==> src/rtl/common_pkg.sv <==
// Shared bus geometry for the RAM subsystem.
package common_pkg;

    localparam int RAM_ADDR_WIDTH = 17;
    localparam int DATA_WIDTH     = 8;

endpackage

==> src/rtl/ram_arbiter.sv <==
// Two-master Wishbone B4 pipelined arbiter in front of a single RAM port.
// Carries one transaction at a time; port 0 is preferred, with bounded starvation of port 1.
module ram_arbiter
    import common_pkg::*;
#(
    parameter int MAX_CONSECUTIVE = 3
) (
    input  logic                      wb_clock_i,
    input  logic                      wb_reset_ni,

    input  logic [RAM_ADDR_WIDTH-1:0] m0_addr_i,
    input  logic [DATA_WIDTH-1:0]     m0_data_i,
    input  logic                      m0_we_i,
    input  logic                      m0_cycle_i,
    input  logic                      m0_strobe_i,
    output logic                      m0_stall_o,
    output logic                      m0_ack_o,

    input  logic [RAM_ADDR_WIDTH-1:0] m1_addr_i,
    input  logic [DATA_WIDTH-1:0]     m1_data_i,
    input  logic                      m1_we_i,
    input  logic                      m1_cycle_i,
    input  logic                      m1_strobe_i,
    output logic                      m1_stall_o,
    output logic                      m1_ack_o,

    output logic [DATA_WIDTH-1:0]     m_data_o,

    output logic [RAM_ADDR_WIDTH-1:0] s_addr_o,
    output logic [DATA_WIDTH-1:0]     s_data_o,
    output logic                      s_we_o,
    output logic                      s_cycle_o,
    output logic                      s_strobe_o,
    input  logic                      s_stall_i,
    input  logic                      s_ack_i,
    input  logic [DATA_WIDTH-1:0]     s_data_i
);

    typedef enum logic [1:0] {
        IDLE,
        ISSUE,
        WAIT_ACK
    } state_t;

    localparam int                CNT_W   = $clog2(MAX_CONSECUTIVE + 2);
    localparam logic [CNT_W-1:0]  CNT_MAX = CNT_W'(MAX_CONSECUTIVE);

    state_t             state, state_nxt;
    logic               owner, owner_nxt;
    logic [CNT_W-1:0]   starve_cnt, starve_cnt_nxt;

    logic               req0, req1, grant1, owner_cycle;

    assign req0        = m0_cycle_i && m0_strobe_i;
    assign req1        = m1_cycle_i && m1_strobe_i;
    // Port 1 wins only when alone or once port 0 has used up its run of consecutive grants.
    assign grant1      = req1 && (!req0 || (starve_cnt == CNT_MAX));
    assign owner_cycle = owner ? m1_cycle_i : m0_cycle_i;

    always_ff @(posedge wb_clock_i or negedge wb_reset_ni) begin
        if (!wb_reset_ni) begin
            state      <= IDLE;
            owner      <= 1'b0;
            starve_cnt <= '0;
        end else begin
            state      <= state_nxt;
            owner      <= owner_nxt;
            starve_cnt <= starve_cnt_nxt;
        end
    end

    always_comb begin
        state_nxt      = state;
        owner_nxt      = owner;
        starve_cnt_nxt = starve_cnt;
        s_cycle_o      = 1'b0;
        s_strobe_o     = 1'b0;
        m0_stall_o     = 1'b1;
        m1_stall_o     = 1'b1;

        if (!req1) begin
            starve_cnt_nxt = '0;
        end

        case (state)
            IDLE: begin
                if (req0 || req1) begin
                    owner_nxt = grant1;
                    state_nxt = ISSUE;
                    if (grant1) begin
                        starve_cnt_nxt = '0;
                    end else if (req1 && (starve_cnt != CNT_MAX)) begin
                        starve_cnt_nxt = starve_cnt + 1'b1;
                    end
                end
            end
            ISSUE: begin
                s_cycle_o = 1'b1;
                if (!owner_cycle) begin
                    state_nxt = IDLE;
                end else begin
                    s_strobe_o = 1'b1;
                    if (!s_stall_i) begin
                        state_nxt = WAIT_ACK;
                        if (owner) m1_stall_o = 1'b0;
                        else       m0_stall_o = 1'b0;
                    end
                end
            end
            WAIT_ACK: begin
                // The ack is awaited even if the owner abandoned its cycle; it is then discarded.
                s_cycle_o = 1'b1;
                if (s_ack_i) begin
                    state_nxt = IDLE;
                end
            end
            default: state_nxt = IDLE;
        endcase
    end

    assign s_addr_o = owner ? m1_addr_i : m0_addr_i;
    assign s_data_o = owner ? m1_data_i : m0_data_i;
    assign s_we_o   = owner ? m1_we_i   : m0_we_i;
    assign m_data_o = s_data_i;

    assign m0_ack_o = s_ack_i && (state == WAIT_ACK) && !owner && m0_cycle_i;
    assign m1_ack_o = s_ack_i && (state == WAIT_ACK) &&  owner && m1_cycle_i;

endmodule

==> config.mk <==
export PLATFORM = sky130hd
export DESIGN_NAME = ram_arbiter
export DESIGN_NICKNAME = d
export VERILOG_FILES = /design/src/rtl/common_pkg.sv /design/src/rtl/ram_arbiter.sv
export SDC_FILE = /design/constraint.sdc
export NUM_CORES = 1
export LEC_CHECK = 0
export CAP_MARGIN = 5
export CORE_ASPECT_RATIO = 0.9
export CORE_MARGIN = 2
export CORE_UTILIZATION = 28
export DETAILED_ROUTE_END_ITERATION = 10
export GPL_TIMING_DRIVEN = 0
export MAX_ROUTING_LAYER = met4
export PLACE_DENSITY_LB_ADDON = 0.1
export SYNTH_ARGS = -nofsm -noshare
export SYNTH_HDL_FRONTEND = slang
export SYNTH_SLANG_ARGS = --single-unit
==> constraint.sdc <==
create_clock -name wb_clock_i -period 2.21 [get_ports wb_clock_i]
set_input_delay 0.3315 -clock wb_clock_i [delete_from_list [all_inputs] [get_ports wb_clock_i]]
set_output_delay 0.3315 -clock wb_clock_i [all_outputs]
set_load 0.02 [all_outputs]
==> summary by stage, run 1 <==
Critical path
The kind of cell with the highest combined delay on the critical path is buffers and inverters. The path type of the worst setup path is flop to output port. For the worst flop-to-flop path, the logic depth is 5.

The critical path arrival is 1.82 ns. The worst flop-to-flop path endpoint is starve_cnt[1]$_DFF_PN0_. The total stage count of the critical path is 4. The reg2reg setup slack is 0.60 ns.

The launch point of the worst path is owner$_DFFE_PN0P_. Together, buffers and inverters on the worst path number 3. STA classifies the critical path startpoint as a flop. The signal on the critical path passes through buf_6, clkbuf_4, mux2_2, clkdlybuf4s50_1.

STA classifies the critical path endpoint as an output port. The slowest stage of the critical path is the sky130_fd_sc_hd__clkdlybuf4s50_1 cell. STA puts the critical path data required time at 1.88 ns.

For this run, the slowest stage of the critical path takes 0.57 ns. The largest driver fanout on the critical path is 10. The reg-to-reg critical path startpoint is state[0]$_DFFE_PN0P_.

Timing
For the pin with the worst max-slew slack, the measured transition is 0.293 ns. Setup violations remaining at the end of the flow were counted as 0. The normalized max-slew margin is 0.805.

On the final layout, the worst hold slack is 0.314 ns. The minimum clock period is 2.15 ns. The final-report hold violation count was 0. The count of pins over their slew limit is 0. Clock skew on the completed layout was measured at 0.00532 ns. Based on the critical path, the design can be clocked at up to 464 MHz. In the post-route analysis, the smallest setup slack over all paths is 0.0560 ns.

The final cycle utilization of the critical path is 0.975.

Power and ir drop
Power spread over the standard cell area amounts to 812 mW/mm^2. VDD sags by at most 0.542 mV. The static leakage is 0.000814 uW.

Place
The pre-CTS worst setup slack is 0.0245 ns. The placer's final routability congestion estimate is 0.725. Including well taps, the total number of placed cells is 225. The post-DP HPWL is 2.93 mm. During placement, the flow inserted port buffers numbering 99.

Clocking
The root buffer cell chosen for the clock tree is sky130_fd_sc_hd__clkbuf_4. The number of clock buffers added by TritonCTS is 3. The tree built by TritonCTS fans out to 6 sinks. The clock edge transition at the registers on the reported setup and hold paths is 0.05 ns. In this run the number of H-tree levels came out at 1. The clock passes through at most 2 buffers. The CTS tree is built. Clock latency on the worst-skew pair, taken at its later pin, is 0.26 ns.

Synthesis
Ranked by instance count, the synthesized netlist is headed by sky130_fd_sc_hd__mux2_2, sky130_fd_sc_hd__buf_4, sky130_fd_sc_hd__dfrtp_1, sky130_fd_sc_hd__ha_1, sky130_fd_sc_hd__nand2_1. The share of Yosys cell area claimed by the top area cell type is 0.346. During synthesis, Yosys emitted a total of 0 warnings. The flip-flop cell with the highest count after synthesis is sky130_fd_sc_hd__dfrtp_1.

The synthesized net count is 160. The number of enable-type register cells in the synthesized netlist is 0. The biggest area consumer among synthesized cells is sky130_fd_sc_hd__mux2_2. Synthesis handed over a netlist of 86 instances. The share of the Yosys chip area taken by registers is 0.177. After synthesis, the cell types taking the most area are sky130_fd_sc_hd__mux2_2, sky130_fd_sc_hd__dfrtp_1, sky130_fd_sc_hd__ha_1, sky130_fd_sc_hd__buf_4, sky130_fd_sc_hd__nand2_1. The distinct cell type count of the synthesized netlist is 31. A synthesized cell averages 9.85 sq um. Yosys instantiated no cell more often than sky130_fd_sc_hd__mux2_2. The number of storage elements in the synthesis netlist is 6.

The netlist area before placement is 847 sq um. Counting flops with an async set or reset pin after synthesis yields a share of 1.00.

Floorplanning
The die covers 0.00348 sq mm. Pin placement for this block handled 108 I/O pins. The starting density of the core is 0.301.

In this run the vertical extent of the chip is 56.2 um. The width of the die is 62.0 um. The number of standard-cell rows in the floorplan is 18.

The core outline area is 0.00282 sq mm.

Route
The count of nets left with antenna violations after detail routing is 0. In the routed design, unresolved DRC markers number 0. The per-cell routed wire length is 15.4 um. The routed design has 3.52 mm of wire. The first TritonRoute pass finished after 4 iterations. Across all layers, the routed design uses 1037 vias. In this run, the number of DRC markers left after iteration 0 of detailed routing was 27. The routed via count divided by cell count is 4.55.

Finish
The share of layout cells above drive strength 1 is 0.250. The number of standard cells in the final layout excluding fillers is 228. The repair_antennas step left the layout with diodes totalling 0. The layout net count is 264. The area growth from synthesis to layout is 128%.

Global route
The initial antenna violation count is 0. The first global-routing pass estimated 4.84 mm of wire. The number of global-route vias before repair is 1013. The total overflow reported by the global router is 0. The overall routing resource usage is 0.192. The maximum number of pins on one net before global-route repair is 11.

Job
The tool flagged a number of max-cap violations equal to 0.

Hold path
The worst hold path belongs to the class primary input to asynchronous set/reset pin.

Outcome
The flow ran to the end, and the final reports show no timing, DRC or antenna violations.
## cell type report
type | instances | area (sq um)
multi-input combinational | 64 | 596
inverter | 4 | 15.0
fill | 210 | 886
clock buffer | 3 | 22.5
tap | 40 | 50.0
timing repair buffer | 99 | 1000
sequential | 6 | 150
buffer | 12 | 91.3
## sequential cells by signal, summed over array words and instances, names as in the netlist
name,count
state,2
owner,1
starve_cnt,3
## metrics by stage
stage | setup TNS, ns | area [sq um] | utilization | power [uW]
final | 0 | 1930 | 0.685 | 1570
after global routing | -0.00252 | 1930 | 0.685 | 1660
after CTS | 0 | 1910 | 0.678 | 1570
after detailed placement | 0 | 1890 | 0.671 | 1460
after global placement | 0 | 1890 | 0.671 | 1440
after floorplan | 0 | 847 | - | 940
## timing repair
item	CTS	global route
hold buffers	0	0
setup buffers	0	0
setup endpoints to repair	1	23
resized for setup	1	8
## worst max path at each step
stage,end,slack [ns]
2_1_floorplan,m0_ack_o,0.64
3_3_place_gp,s_strobe_o,0.03
3_5_place_dp,s_strobe_o,0.02
4_1_cts,s_we_o,0.004
5_1_grt,s_addr_o[13],-0.003
6_report,s_we_o,0.06
## cell families (layout without fill, tap and decap cells)
family                     Yosys count  after routing  synth area share
AOI/OAI and AO/OA                   11             11             0.112
and+or+nand+nor                     20             20             0.139
adders and majority gates            6              6            0.0886
DFF                                  6              6             0.177
buffers and inverters               16            118             0.120
muxes                               27             27             0.363
## cell usage in the layout, fill, tap and decap left out, types with 2 or more instances in the layout
| master | n |
|---|---|
| sky130_fd_sc_hd__nor2b_1 | 3 |
| sky130_fd_sc_hd__dlymetal6s2s_1 | 6 |
| sky130_fd_sc_hd__nand2_1 | 6 |
| sky130_fd_sc_hd__ha_1 | 6 |
| sky130_fd_sc_hd__buf_4 | 8 |
| sky130_fd_sc_hd__clkdlybuf4s50_1 | 92 |
| sky130_fd_sc_hd__nand2b_1 | 2 |
| sky130_fd_sc_hd__clkbuf_4 | 5 |
| sky130_fd_sc_hd__mux2_2 | 26 |
| sky130_fd_sc_hd__dfrtp_1 | 6 |
| sky130_fd_sc_hd__inv_1 | 4 |
## layer usage
layer	GRT usage	vias up	wire [um]
li1	-	508	-
met3	0.0674	5	380
met4	0.0456	0	38
met2	0.363	55	1910
met1	0.175	469	1190
met5	-	-	0
## power breakdown
group	leakage [uW]	internal, uW	switching (uW)
clock	0.0000138	61.6	42.9
sequential	0.0000790	137	22.6
combinational	0.000721	717	585
total	0.000814	916	650
Power figures use the tool's default switching activity.
==> run 2: changes to the inputs <==
--- a/config.mk
+++ b/config.mk
@@ -5,7 +5,6 @@
 export SDC_FILE = /design/constraint.sdc
 export NUM_CORES = 1
 export LEC_CHECK = 0
-export CAP_MARGIN = 5
 export CORE_ASPECT_RATIO = 0.9
 export CORE_MARGIN = 2
 export CORE_UTILIZATION = 28
==> results of run 2 <==
No change in the layout: final DEF, timing and power equal those of run 1.
